`src/rtl/fetch_pc_gen.sv`:
```
// -----------------------------------------------------------------------------
// fetch_pc_gen
// Fetch-stage PC generator feeding a two-wide branch predictor lookup. In a
// single cycle it presents pc_q / pc_q+4 to the predictor. It then uses the
// predictor's same-cycle taken/target/GHR response to pick the next fetch PC.
// It also registers a fetch packet toward decode under valid/ready.
// Redirects from branch resolution override everything except reset.
//
// Ports:
//   clk, rst_n            core clock, synchronous active-low reset
//   o_inst_vld_1/2        predictor lookup valids (slot 1 / slot 2)
//   o_pc_1/2              slot fetch PCs: pc_q, pc_q+4
//   i_brpred_taken        predictor: slot-1 predicted taken
//   i_pc_btb              predictor: predicted target
//   i_ghr                 predictor: GHR snapshot of this lookup
//   i_redirect(_pc)       redirect request and target
//   o_fet_vld / i_dec_rdy packet handshake toward decode
//   o_fet_*               packet payload (base PC, slot-2 valid, prediction)
//   o_redirect_cnt        saturating count of accepted redirects
// -----------------------------------------------------------------------------
module fetch_pc_gen #(
    parameter int                    PC_WIDTH  = 32,
    parameter int                    GHR_WIDTH = 10,
    parameter logic [PC_WIDTH-1:0]   RESET_PC  = '0,
    parameter int                    CNT_WIDTH = 16
) (
    input  logic                 clk,
    input  logic                 rst_n,
    output logic                 o_inst_vld_1,
    output logic                 o_inst_vld_2,
    output logic [PC_WIDTH-1:0]  o_pc_1,
    output logic [PC_WIDTH-1:0]  o_pc_2,
    input  logic                 i_brpred_taken,
    input  logic [PC_WIDTH-1:0]  i_pc_btb,
    input  logic [GHR_WIDTH-1:0] i_ghr,
    input  logic                 i_redirect,
    input  logic [PC_WIDTH-1:0]  i_redirect_pc,
    output logic                 o_fet_vld,
    input  logic                 i_dec_rdy,
    output logic [PC_WIDTH-1:0]  o_fet_pc,
    output logic                 o_fet_vld_2,
    output logic                 o_fet_pred_taken,
    output logic [PC_WIDTH-1:0]  o_fet_pred_target,
    output logic [GHR_WIDTH-1:0] o_fet_ghr,
    output logic [CNT_WIDTH-1:0] o_redirect_cnt
);

    typedef enum logic [1:0] {
        ST_RST   = 2'd0,
        ST_RUN   = 2'd1,
        ST_FLUSH = 2'd2
    } state_t;

    function automatic logic [CNT_WIDTH-1:0] sat_inc(input logic [CNT_WIDTH-1:0] c);
        return (&c) ? c : c + CNT_WIDTH'(1);
    endfunction

    function automatic logic [PC_WIDTH-1:0] align4(input logic [PC_WIDTH-1:0] a);
        return {a[PC_WIDTH-1:2], 2'b00};
    endfunction

    state_t                state_q, state_d;
    logic [PC_WIDTH-1:0]   pc_q;
    logic [PC_WIDTH-1:0]   pc_seq;
    logic [PC_WIDTH-1:0]   pc_next;
    logic                  advance;

    logic                  fet_vld_p1;
    logic [PC_WIDTH-1:0]   fet_pc_p1;
    logic                  fet_vld_2_p1;
    logic                  fet_taken_p1;
    logic [PC_WIDTH-1:0]   fet_target_p1;
    logic [GHR_WIDTH-1:0]  fet_ghr_p1;
    logic [CNT_WIDTH-1:0]  redirect_cnt_q;

    // Targets are word-aligned before use; the two LSBs are intentionally dropped.
    logic unused_lsbs;
    assign unused_lsbs = ^{i_pc_btb[1:0], i_redirect_pc[1:0]};

    // Lookup only when the packet register can take the result, so a stalled
    // cycle never triggers a second speculative GHR update in the predictor.
    assign advance = (state_q == ST_RUN) && (!fet_vld_p1 || i_dec_rdy) && !i_redirect;

    assign pc_seq  = pc_q + PC_WIDTH'(8);
    assign pc_next = i_brpred_taken ? align4(i_pc_btb) : pc_seq;

    assign o_inst_vld_1 = advance;
    assign o_inst_vld_2 = advance;
    assign o_pc_1       = pc_q;
    assign o_pc_2       = pc_q + PC_WIDTH'(4);

    always_ff @(posedge clk) begin
        if (!rst_n) state_q <= ST_RST;
        else        state_q <= state_d;
    end

    always_comb begin
        state_d = state_q;
        if (i_redirect) begin
            state_d = ST_FLUSH;
        end else begin
            unique case (state_q)
                ST_RST:   state_d = ST_RUN;
                ST_RUN:   state_d = ST_RUN;
                ST_FLUSH: state_d = ST_RUN;
                default:  state_d = ST_RST;
            endcase
        end
    end

    // ---- stage p0 -> p1: fetch PC update and packet register ----
    always_ff @(posedge clk) begin
        if (!rst_n) begin
            pc_q           <= RESET_PC;
            fet_vld_p1     <= 1'b0;
            fet_pc_p1      <= '0;
            fet_vld_2_p1   <= 1'b0;
            fet_taken_p1   <= 1'b0;
            fet_target_p1  <= '0;
            fet_ghr_p1     <= '0;
            redirect_cnt_q <= '0;
        end else if (i_redirect) begin
            // Flush even if decode is ready this cycle: the packet is wrong-path.
            pc_q           <= align4(i_redirect_pc);
            fet_vld_p1     <= 1'b0;
            redirect_cnt_q <= sat_inc(redirect_cnt_q);
        end else if (advance) begin
            pc_q          <= pc_next;
            fet_vld_p1    <= 1'b1;
            fet_pc_p1     <= pc_q;
            fet_vld_2_p1  <= !i_brpred_taken;
            fet_taken_p1  <= i_brpred_taken;
            fet_target_p1 <= i_brpred_taken ? i_pc_btb : pc_seq;
            fet_ghr_p1    <= i_ghr;
        end else if (fet_vld_p1 && i_dec_rdy) begin
            fet_vld_p1 <= 1'b0;
        end
    end

    assign o_fet_vld         = fet_vld_p1;
    assign o_fet_pc          = fet_pc_p1;
    assign o_fet_vld_2       = fet_vld_2_p1;
    assign o_fet_pred_taken  = fet_taken_p1;
    assign o_fet_pred_target = fet_target_p1;
    assign o_fet_ghr         = fet_ghr_p1;
    assign o_redirect_cnt    = redirect_cnt_q;

endmodule

```
`config.mk`:
```
export PLATFORM = sky130hd
export DESIGN_NAME = fetch_pc_gen
export DESIGN_NICKNAME = d
export VERILOG_FILES = /design/src/rtl/fetch_pc_gen.sv
export SDC_FILE = /design/constraint.sdc
export NUM_CORES = 1
export LEC_CHECK = 0
export ABC_AREA = 1
export CORE_MARGIN = 2
export CORE_UTILIZATION = 40
export CTS_CLUSTER_SIZE = 28
export DETAILED_ROUTE_END_ITERATION = 7
export GPL_ROUTABILITY_DRIVEN = 0
export PLACE_DENSITY = 0.75
export SLEW_MARGIN = 20
export SYNTH_ARGS = -nofsm -noshare
export SYNTH_HDL_FRONTEND = slang
export SYNTH_SLANG_ARGS = --single-unit
```
`constraint.sdc`:
```
create_clock -name clk -period 2.6 [get_ports clk]
set_clock_uncertainty 0.05 [all_clocks]
set_input_delay 0.52 -clock clk [delete_from_list [all_inputs] [get_ports clk]]
set_output_delay 0.52 -clock clk [all_outputs]
set_load 0.05 [all_outputs]
```
==> summary.md <==
| Metric | Value |
|---|---|
| Die X | 132 um |
| Clock buffer depth | 2 |
| Chip height | 132 um |
| N_diodes | 0 |
| VDD IR-drop max | 0.468 mV |
| Worst skew pair latency | 0.42 ns |
| Mean Syn Cell Area | 6.69 um^2 |
| Critical path data arrival time | 2.09 ns |
| CTS tree | yes |
| Largest net degree at the start of global routing | 49 |
| Top cell type's share of synthesized area | 38.5% |
| Initial antenna violation count | 0 |
| Post-synthesis compound-gate area fraction | 11.1% |
| Startpoint types | flop |
| Area delta synth->final | 62.2% |
| Rel. slew slack | 49.5% |
| Failing checks | negative setup slack |
| H-tree lvl count | 4 |
| Initial Utilization | 41.2% |
| Register area share after synthesis | 38.5% |
| Cell Area, Synth | 6600 um^2 |
| Req. time, crit path | 2.03 ns |
| Fin crit period | 2.66 ns |
| Largest family of logic cells by synthesized area | simple AND/OR/NAND/NOR gates |
| Cell taking the most area after synthesis | dfxtp_1 |
| Fraction of synthesized area in multiplexers | 0% |
| Worst-margin pin slew | 0.756 ns |
| Post-synth EDFFs | 0 |
| Unique masters post-synth | 33 |
| Synth warn | 0 |
| Congestion Overflow GR | 0 |
| Final Hold Fails | 0 |
| Core area | 16000 um^2 |
| DRC | 0 |
| Unrepaired setup endpoints after global routing | true |
| Vias in the first global route | 7144 |
| Nets | 1330 |
| Most used DFF post-synth | dfxtp_1 |
| Highest fanout seen on the critical path | 4 |
| Clock root buffer | clkbuf_16 |
| Crit end category | output port |
| PwrDens | 526 nW/um^2 |
| Site row count | 46 |
| Hold Worst Slack | 0.395 ns |
| First DRT Iteration DRCs | 563 |
| Post-Syn Instances | 987 |
| Reg clk slew, reported paths | 0.06 ns |
| Worst min-delay path category | reg2reg |
| Via density | 5.02 |
| Top Ports | 238 |
| Share of post-route cells with drive strength above 1 | 18.6% |
| Die area | 17500 um^2 |
| Total GRT Usage | 28.0% |
| CTS sink count | 127 |
| Slew Limit Fails | 0 |
| Total number of vias | 7414 |
| Routed WL | 25000 um |
| HPWL after DPL | 18200 um |
| Antenna viol nets, final | 0 |
| Outcome | finished with violations |
| Flops & latches, synth | 127 |
| WL/cell | 17.0 um |
| Synth top area cells | dfxtp_1 (39%), nand2_1 (16%), inv_1 (6.4%) |
| First-pass GRT wire length | 38600 um |
| Worst Setup Path Type | reg2out |
| Place WS | 0.0475 ns |
| Leak pwr | 4.72 nW |
| Max-cap violations | 0 |
| Drt first pass iters | 5 |
| Synth Area in Simple Gates | 33.8% |
| Final period util | 102% |
| Fmax | 376 MHz |
| Cts bufs inserted | 17 |
| Final setup margin | -0.0597 ns |
| # setup viols final | 6 |
| Adder-cell share of the synthesized area | 0.569% |
| PortBufs | 235 |
| Async set or reset register ratio after synthesis | 0% |
| Synth Area in XOR/XNOR | 5.42% |
| Synth Net Count | 1069 |
| Hold-fix buffers at CTS | 0 |
==> power breakdown <==
part,leakage (nW),switching [mW],total (mW),internal [mW]
registers,1.05,0.0808,2.11,2.02
logic,3.40,0.739,1.21,0.472
clock network,0.271,0.979,2.32,1.34
==> final timing paths <==
| kind | from | endpoint | slack [ns] | cells after the start |
|---|---|---|---|---|
| setup / recovery | o_pc_1[3]$_SDFFE_PN0P_ | o_pc_2[26] | -0.06 | 10 |
| hold / removal | state_q[1]$_SDFF_PN0_ | state_q[0]$_SDFF_PP0_ | 0.39 | 1 |
| setup reg to reg | o_redirect_cnt[0]$_SDFFE_PN0P_ | o_redirect_cnt[0]$_SDFFE_PN0P_ | 0.60 | 8 |
| hold reg to reg | state_q[1]$_SDFF_PN0_ | state_q[0]$_SDFF_PP0_ | 0.39 | 1 |
==> cells by family (layout without fill, tap and decap cells) <==
| logic type | after synthesis | count (layout) |
|---|---|---|
| buffers and inverters | 168 | 442 |
| AND/OR/NAND/NOR | 505 | 505 |
| adder cells (fa/ha/maj) | 3 | 3 |
| XOR/XNOR | 40 | 40 |
| flip-flops | 127 | 127 |
| AO/OA/AOI/OAI | 144 | 144 |
==> synth_stat cells, types with 12 or more instances <==
master and number:
dfxtp_1 127, nor2_1 88, buf_4 12, xor2_1 32, o21ai_0 79, inv_1 113, nand3_1 72, nand2_1 285
clkbuf_1 21, a21oi_1 54
==> cell type report <==
cell class / instances / area [um^2]
Fill cell: 1377 / 5300
Multi-Input combinational cell: 692 / 3780
Timing Repair Buffer: 290 / 3050
Sequential cell: 127 / 2590
Inverter: 120 / 453
Clock buffer: 19 / 433
Tap cell: 216 / 270
Clock inverter: 13 / 131
==> repair_timing <==
action,in CTS,in global routing
resized for setup,44,41
setup endpoints to repair,20,18
pin swaps,12,8
buffers inserted,16,9
==> layer usage <==
metal / global-route usage, % / wire length (um) / vias to the layer above / share of wire, %
met5: 0 / 0 / - / 0
met4: 11.8 / 989 / 0 / 3.9
met3: 9.20 / 2230 / 65 / 8.9
met2: 46.9 / 11900 / 314 / 48
met1: 32.8 / 9890 / 3429 / 39
li1: - / - / 3606 / -
==> worst max-delay path, stage by stage (launching register included) <==
cell and delay, ns:
dfxtp_4 0.37, buf_12 0.11, ha_4 0.14, nand3_4 0.11
nor2_4 0.14, nand4_4 0.12, inv_2 0.12, nand2_4 0.07
nor2_4 0.14, xor2_4 0.19, buf_12 0.16
==> flip-flops by register name (all words and copies together), names as in the netlist <==
name / cells
o_fet_ghr: 10
o_fet_pc: 32
o_fet_pred_taken: 1
o_fet_pred_target: 32
o_fet_vld: 1
o_fet_vld_2: 1
o_pc_1: 32
o_redirect_cnt: 16
state_q: 2
==> cells in the final DEF, fill, tap and decap left out, drive strengths merged, types with 2 or more instances in the layout <==
cell,n
nand2,299
nand3,73
clkinv,5
nor2,104
a21oi,54
inv,125
clkinvlp,2
nor3,13
clkdlybuf4s50,202
nand3b,11
clkbuf,19
xnor2,7
a31oi,7
xor2,33
ha,3
o21ai,82
nand4,5
dfxtp,127
buf,87
==> stage by stage <==
step	setup TNS [ns]	util, %	instance area [um^2]	power (mW)	std cells
floorplan	-0.0992	-	6760	2.79	987
detailed placement	0	60.2	9630	3.31	1420
global route	-0.981	66.9	10700	5.82	1477
CTS	-0.178	65.4	10500	5.64	1468
finish	-0.233	66.9	10700	5.63	1477
global placement	0	60.2	9630	3.30	1420
Power figures use the tool's default switching activity.
==> RTL change 1, RTL diff (same settings) <==
The parameter `CNT_WIDTH` goes from 16 to 18.
--- a/src/rtl/fetch_pc_gen.sv
+++ b/src/rtl/fetch_pc_gen.sv
@@ -22,7 +22,7 @@
     parameter int                    PC_WIDTH  = 32,
     parameter int                    GHR_WIDTH = 10,
     parameter logic [PC_WIDTH-1:0]   RESET_PC  = '0,
-    parameter int                    CNT_WIDTH = 16
+    parameter int                    CNT_WIDTH = 18
 ) (
     input  logic                 clk,
     input  logic                 rst_n,
Interface: changed (resized o_redirect_cnt); port bits go from 238 to 240. The function was not compared with the original's and may differ.
==> RTL change 1 against the unedited design <==
- the flow still finishes with violations (negative setup slack)
- synthesized area increased by 0.30%
- die area up 0.29%
- core utilization down 1.1 points
- worst setup slack improved by 0.055 ns
- power up 1.8%
- largest cell class unchanged
- highest routed layer unchanged
- sequential cell count grew 2
- wire length is 3.3% lower
- register-to-register slack worse by 0.13 ns
- cell area up 0.51%
- non-clock buffer count decreased by 9
==> RTL change 1: results (changes against the unedited design) <==
stage,metric,value,unit,change
outcome,status,"finished, violations left",,
outcome,violations,negative setup slack,,
route,drt_wl_total,24.2,mm,-3.3%
hold_path,hp-start,state_q[0]$_SDFF_PP0_,,
global_routing,use_met3,9.81,%,+0.61 points
setup_path,path_max_fanout,5,,+1
setup_path,reg2reg_from,o_pc_1[5]$_SDFFE_PN0P_,,
layout,buffer_area_share,28.4,%,-0.11 points
setup_path,arrival,2.04,ns,-0.05 ns
layout,fillers,1395,,+1.3%
timing,setup_viol,1,,-5
global_routing,grt_pass1_vias,7152,,+0.11%
layout,buffers_excl_clock,281,,-3.1%
yosys,ys_types,33,,unchanged
timing,max_slew_margin,48.2,%,-1.3 points
layout,drive_gt1_share,17.6,%,-1.1 points
yosys,ys_seq_area_share,39.0,%,+0.49 points
yosys,yosys-top-cells-area,"dfxtp_1, nand2_1, o21ai_0, inv_1, nand3_1",,
setup_path,endpoint,o_pc_2[15],,
route,wl_met3,2.52,mm,+13%
setup_path,ff2ff_setup_slack,0.47,ns,-0.13 ns
yosys,synth-compound-area-share,12.5,%,+1.4 points
clocking,cts_inserted_buffers,17,,unchanged
clocking,cts-resized-gates,41,,-6.8%
global_routing,grt_start_max_net_pins,46,,-6.1%
clocking,clkLatencyLatePin,0.42,ns,about the same
global_routing,gr-usage-met1,31.6,%,-1.2 points
power,p_leak,0.00463,µW,-1.8%
setup_path,reg2reg_depth,10,,+2
setup_path,rr_endpoint,o_pc_1[12]$_SDFFE_PN0P_,,
timing,whs,0.382,ns,-0.0128 ns
layout,final_net_count,1334,,+0.30%
layout,clk_share,5.40,%,+0.12 points
clocking,post-cts-setup-buffer-count,8,,-8
layout,num-multi-input-gates,706,,+2.0%
layout,seq_area_share,24.3,%,+0.13 points
yosys,synthAdderAreaFrac,0.567,%,-0.0017 points
route,route.met2.wl,11.6,mm,-2.9%
yosys,synth_xor_area_share,5.29,%,-0.13 points
layout,clkbuf_count,21,,+2
route,vias,7439,,+0.34%
global_routing,met2_usage,46.9,%,-0.058 points
placed_design,io_buffers,237,,+0.85%
layout,seq_cell_count,129,,+1.6%
route,wl_met1,9.44,mm,-4.5%
power,irDropWorstVdd,464,µV,-0.68%
layout,multi_input_area_share,35.3,%,about the same
yosys,yosys-top-cells-count,"nand2_1, dfxtp_1, inv_1, nor2_1, o21ai_0",,
route,drtIter0Drc,476,,-15%
timing,worst_slack,-0.00504,ns,+0.0546 ns
placed_design,hpwl,18.1,mm,-0.56%
## RTL change 1: changes by cell type after synthesis, sizes merged, moves of 4 or more
cell,before,now
nand2,299,295
o21ai,82,89
nand3,73,77
inv,119,115
nor2,104,109
nor3,13,4
## RTL change 1: power breakdown
part	internal, µW	total, µW	switching, µW
combinational	484	1240	755
clock	1470	2370	896
sequential	2060	2120	66.9
total	4010	5730	1720
## RTL change 1: metrics by stage
stage | setup TNS (ns) | setup WS (ns) | power [µW] | std cells | cell area [µm²]
after CTS | -0.0185 | -0.0108 | 5740 | 1482 | 10600
final | -0.00504 | -0.00504 | 5730 | 1484 | 10800
after global placement | 0 | 0.167 | 3370 | 1443 | 9830
after floorplan | -0.325 | -0.212 | 2820 | 1001 | 6800
after global routing | -0.267 | -0.0555 | 5920 | 1484 | 10800
after detailed placement | 0 | 0.152 | 3380 | 1443 | 9830
==> RTL change 2, RTL diff (config.mk and constraints unchanged) <==
Without the edit above. Encoding of `state_t`: now one-hot (3 bits for 3 states).
--- a/src/rtl/fetch_pc_gen.sv
+++ b/src/rtl/fetch_pc_gen.sv
@@ -45,10 +45,10 @@
     output logic [CNT_WIDTH-1:0] o_redirect_cnt
 );
 
-    typedef enum logic [1:0] {
-        ST_RST   = 2'd0,
-        ST_RUN   = 2'd1,
-        ST_FLUSH = 2'd2
+    typedef enum logic [2:0] {
+        ST_RST   = 3'b001,
+        ST_RUN   = 3'b010,
+        ST_FLUSH = 3'b100
     } state_t;
 
     function automatic logic [CNT_WIDTH-1:0] sat_inc(input logic [CNT_WIDTH-1:0] c);
Behaviour: no difference found for any inputs over 4 cycles, from zero or initial values and one cycle with rst_n low; so few cycles prove little.
==> RTL change 2 against the unedited design <==
- the run still ends with negative setup slack left
- power decreased by 0.92%
- cell area increased by 0.82%
- register-to-register slack improved by 0.11 ns
- via count increased by 0.82%
- wire length decreased by 3.3%
- worst setup slack improved by 0.021 ns
- synthesized area increased by 0.63%
- first-iteration DRC count decreased by 16%
- sequential power decreased by 2%
- sequential cell count increased by 1
==> RTL change 2: results (changes against the unedited design) <==
stage,metric,value,unit,change
yosys,yosys-top-cells-count,"nand2_1, dfxtp_1, inv_1, nor2_1, o21ai_0",,
timing,setup_viol,2,,-4
global_routing,grt_start_max_net_pins,100,,+100%
outcome,status,"finished, violations left",,
global_routing,antenna_found_initial,0,,unchanged
clocking,cts_inserted_buffers,17,,unchanged
yosys,yosys-top-cells-area,"dfxtp_1, nand2_1, inv_1, o21ai_0, nand3_1",,
route,post_drt_wl_per_cell,16.2,µm,-4.2%
power,p_leak,0.00467,µW,-1.1%
global_routing,grt_pass1_vias,7092,,-0.73%
power,irDropWorstVdd,473,µV,+1.1%
yosys,synth.avg_cell_area,6.62,µm²,-0.98%
setup_path,reg2reg_depth,9,,+1
global_routing,grt_pass1_wl,37.4,mm,-3.1%
hold_path,hold_path_depth,2,,+1
yosys,async_flop_share,0,%,unchanged
yosys,ys_seq_area_share,38.6,%,+0.062 points
setup_path,critPathSlowestCell,dfxtp_2,,
yosys,syn_nets,1085,,+1.5%
setup_path,cp_slowest_stage_delay,0.41,ns,+0.04 ns
global_routing,track_usage,27.0,%,-0.99 points
route,vias,7475,,+0.82%
timing,worst_slack,-0.0384,ns,+0.0213 ns
hold_path,hp-class,register to register,,
outcome,violations,negative setup slack,,
placed_design,hpwl,17.3,mm,-5.1%
clocking,h-tree-depth,4,,unchanged
route,vias_per_cell,5.01,,-0.19%
layout,final_net_count,1342,,+0.90%
route,drtIter0Drc,473,,-16%
layout,drive_gt1_share,17.1,%,-1.6 points
setup_path,arrival,2.07,ns,-0.02 ns
timing,tightest_slew,0.593,ns,-0.163 ns
setup_path,path_max_fanout,5,,+1
placed_design,place_inst,1446,,+1.8%
yosys,synth_warnings,0,,unchanged
## RTL change 2: cell count changes after synthesis, sizes merged, moves of 5 or more
cell    delta
a21oi      +5
o21ai      +5
nand2      +7
clkbuf     -5
inv        +5
## RTL change 2: stage by stage
| stage | setup slack, ns | instance area (µm²) | TNS [ns] |
|---|---|---|---|
| detailed placement | 0.0755 | 9750 | 0 |
| global placement | 0.110 | 9750 | 0 |
| global route | -0.0921 | 10800 | -0.527 |
| CTS | -0.0903 | 10600 | -0.316 |
| finish | -0.0384 | 10800 | -0.0386 |
| floorplan | 0.00702 | 6790 | 0 |
## RTL change 2: what timing repair did
item	4_1_cts	5_1_grt
setup endpoints to repair	17	20
gates resized for setup	49	37
pin swaps	10	12
buffers inserted	6	9
## RTL change 2: final cells by class
class	count	area [µm²]
clock inverters	8	126
flip-flops and latches	128	2590
multi-input cells	704	3780
inverters	126	477
clock buffers	23	489
well taps	220	275
fillers	1370	5620
repair buffers	283	3050
## RTL change 2: worst paths after layout
kind,startpoint,endpoint,slack (ns)
setup / recovery,o_pc_1[15]$_SDFFE_PN0P_,o_pc_2[27],-0.04
hold / removal,o_fet_pred_target[5]$_SDFFE_PN0P_,o_fet_pred_target[5]$_SDFFE_PN0P_,0.42
setup reg to reg,state_q[0]$_SDFF_PN1_,o_pc_1[31]$_SDFFE_PN0P_,0.71
hold reg to reg,o_fet_pred_target[5]$_SDFFE_PN0P_,o_fet_pred_target[5]$_SDFFE_PN0P_,0.42
## RTL change 2: power breakdown
part | total, µW | switching, µW | internal [µW]
registers | 2070 | 59.3 | 2010
clock network | 2510 | 902 | 1610
logic | 991 | 582 | 409
## RTL change 2: layer usage
| layer | routed length (µm) | share of wire, % | track usage (%) |
|---|---|---|---|
| met1 | 9880 | 41 | 33.0 |
| met2 | 11500 | 47 | 44.7 |
| met3 | 2140 | 8.8 | 8.12 |
| met4 | 758 | 3.1 | 10.1 |
| met5 | 0 | 0 | 0 |
## RTL change 2: kinds of logic after synthesis
| group | after synthesis | synth area share [%] |
|---|---|---|
| simple gates | 508 | 33.0 |
| buf+inv | 171 | 10.7 |
| compound gates | 152 | 11.6 |
| flops | 128 | 38.6 |
| xor+xnor | 41 | 5.52 |
| fa+ha+maj | 3 | 0.565 |
## RTL change 2: worst max-delay path, delay by kind of cell (launching register included)
| family | cells | cell delay, ns |
|---|---|---|
| AND/OR/NAND/NOR | 7 | 0.89 |
| flip-flops | 1 | 0.41 |
| AO/OA/AOI/OAI | 1 | 0.17 |
| buffers and inverters | 1 | 0.16 |
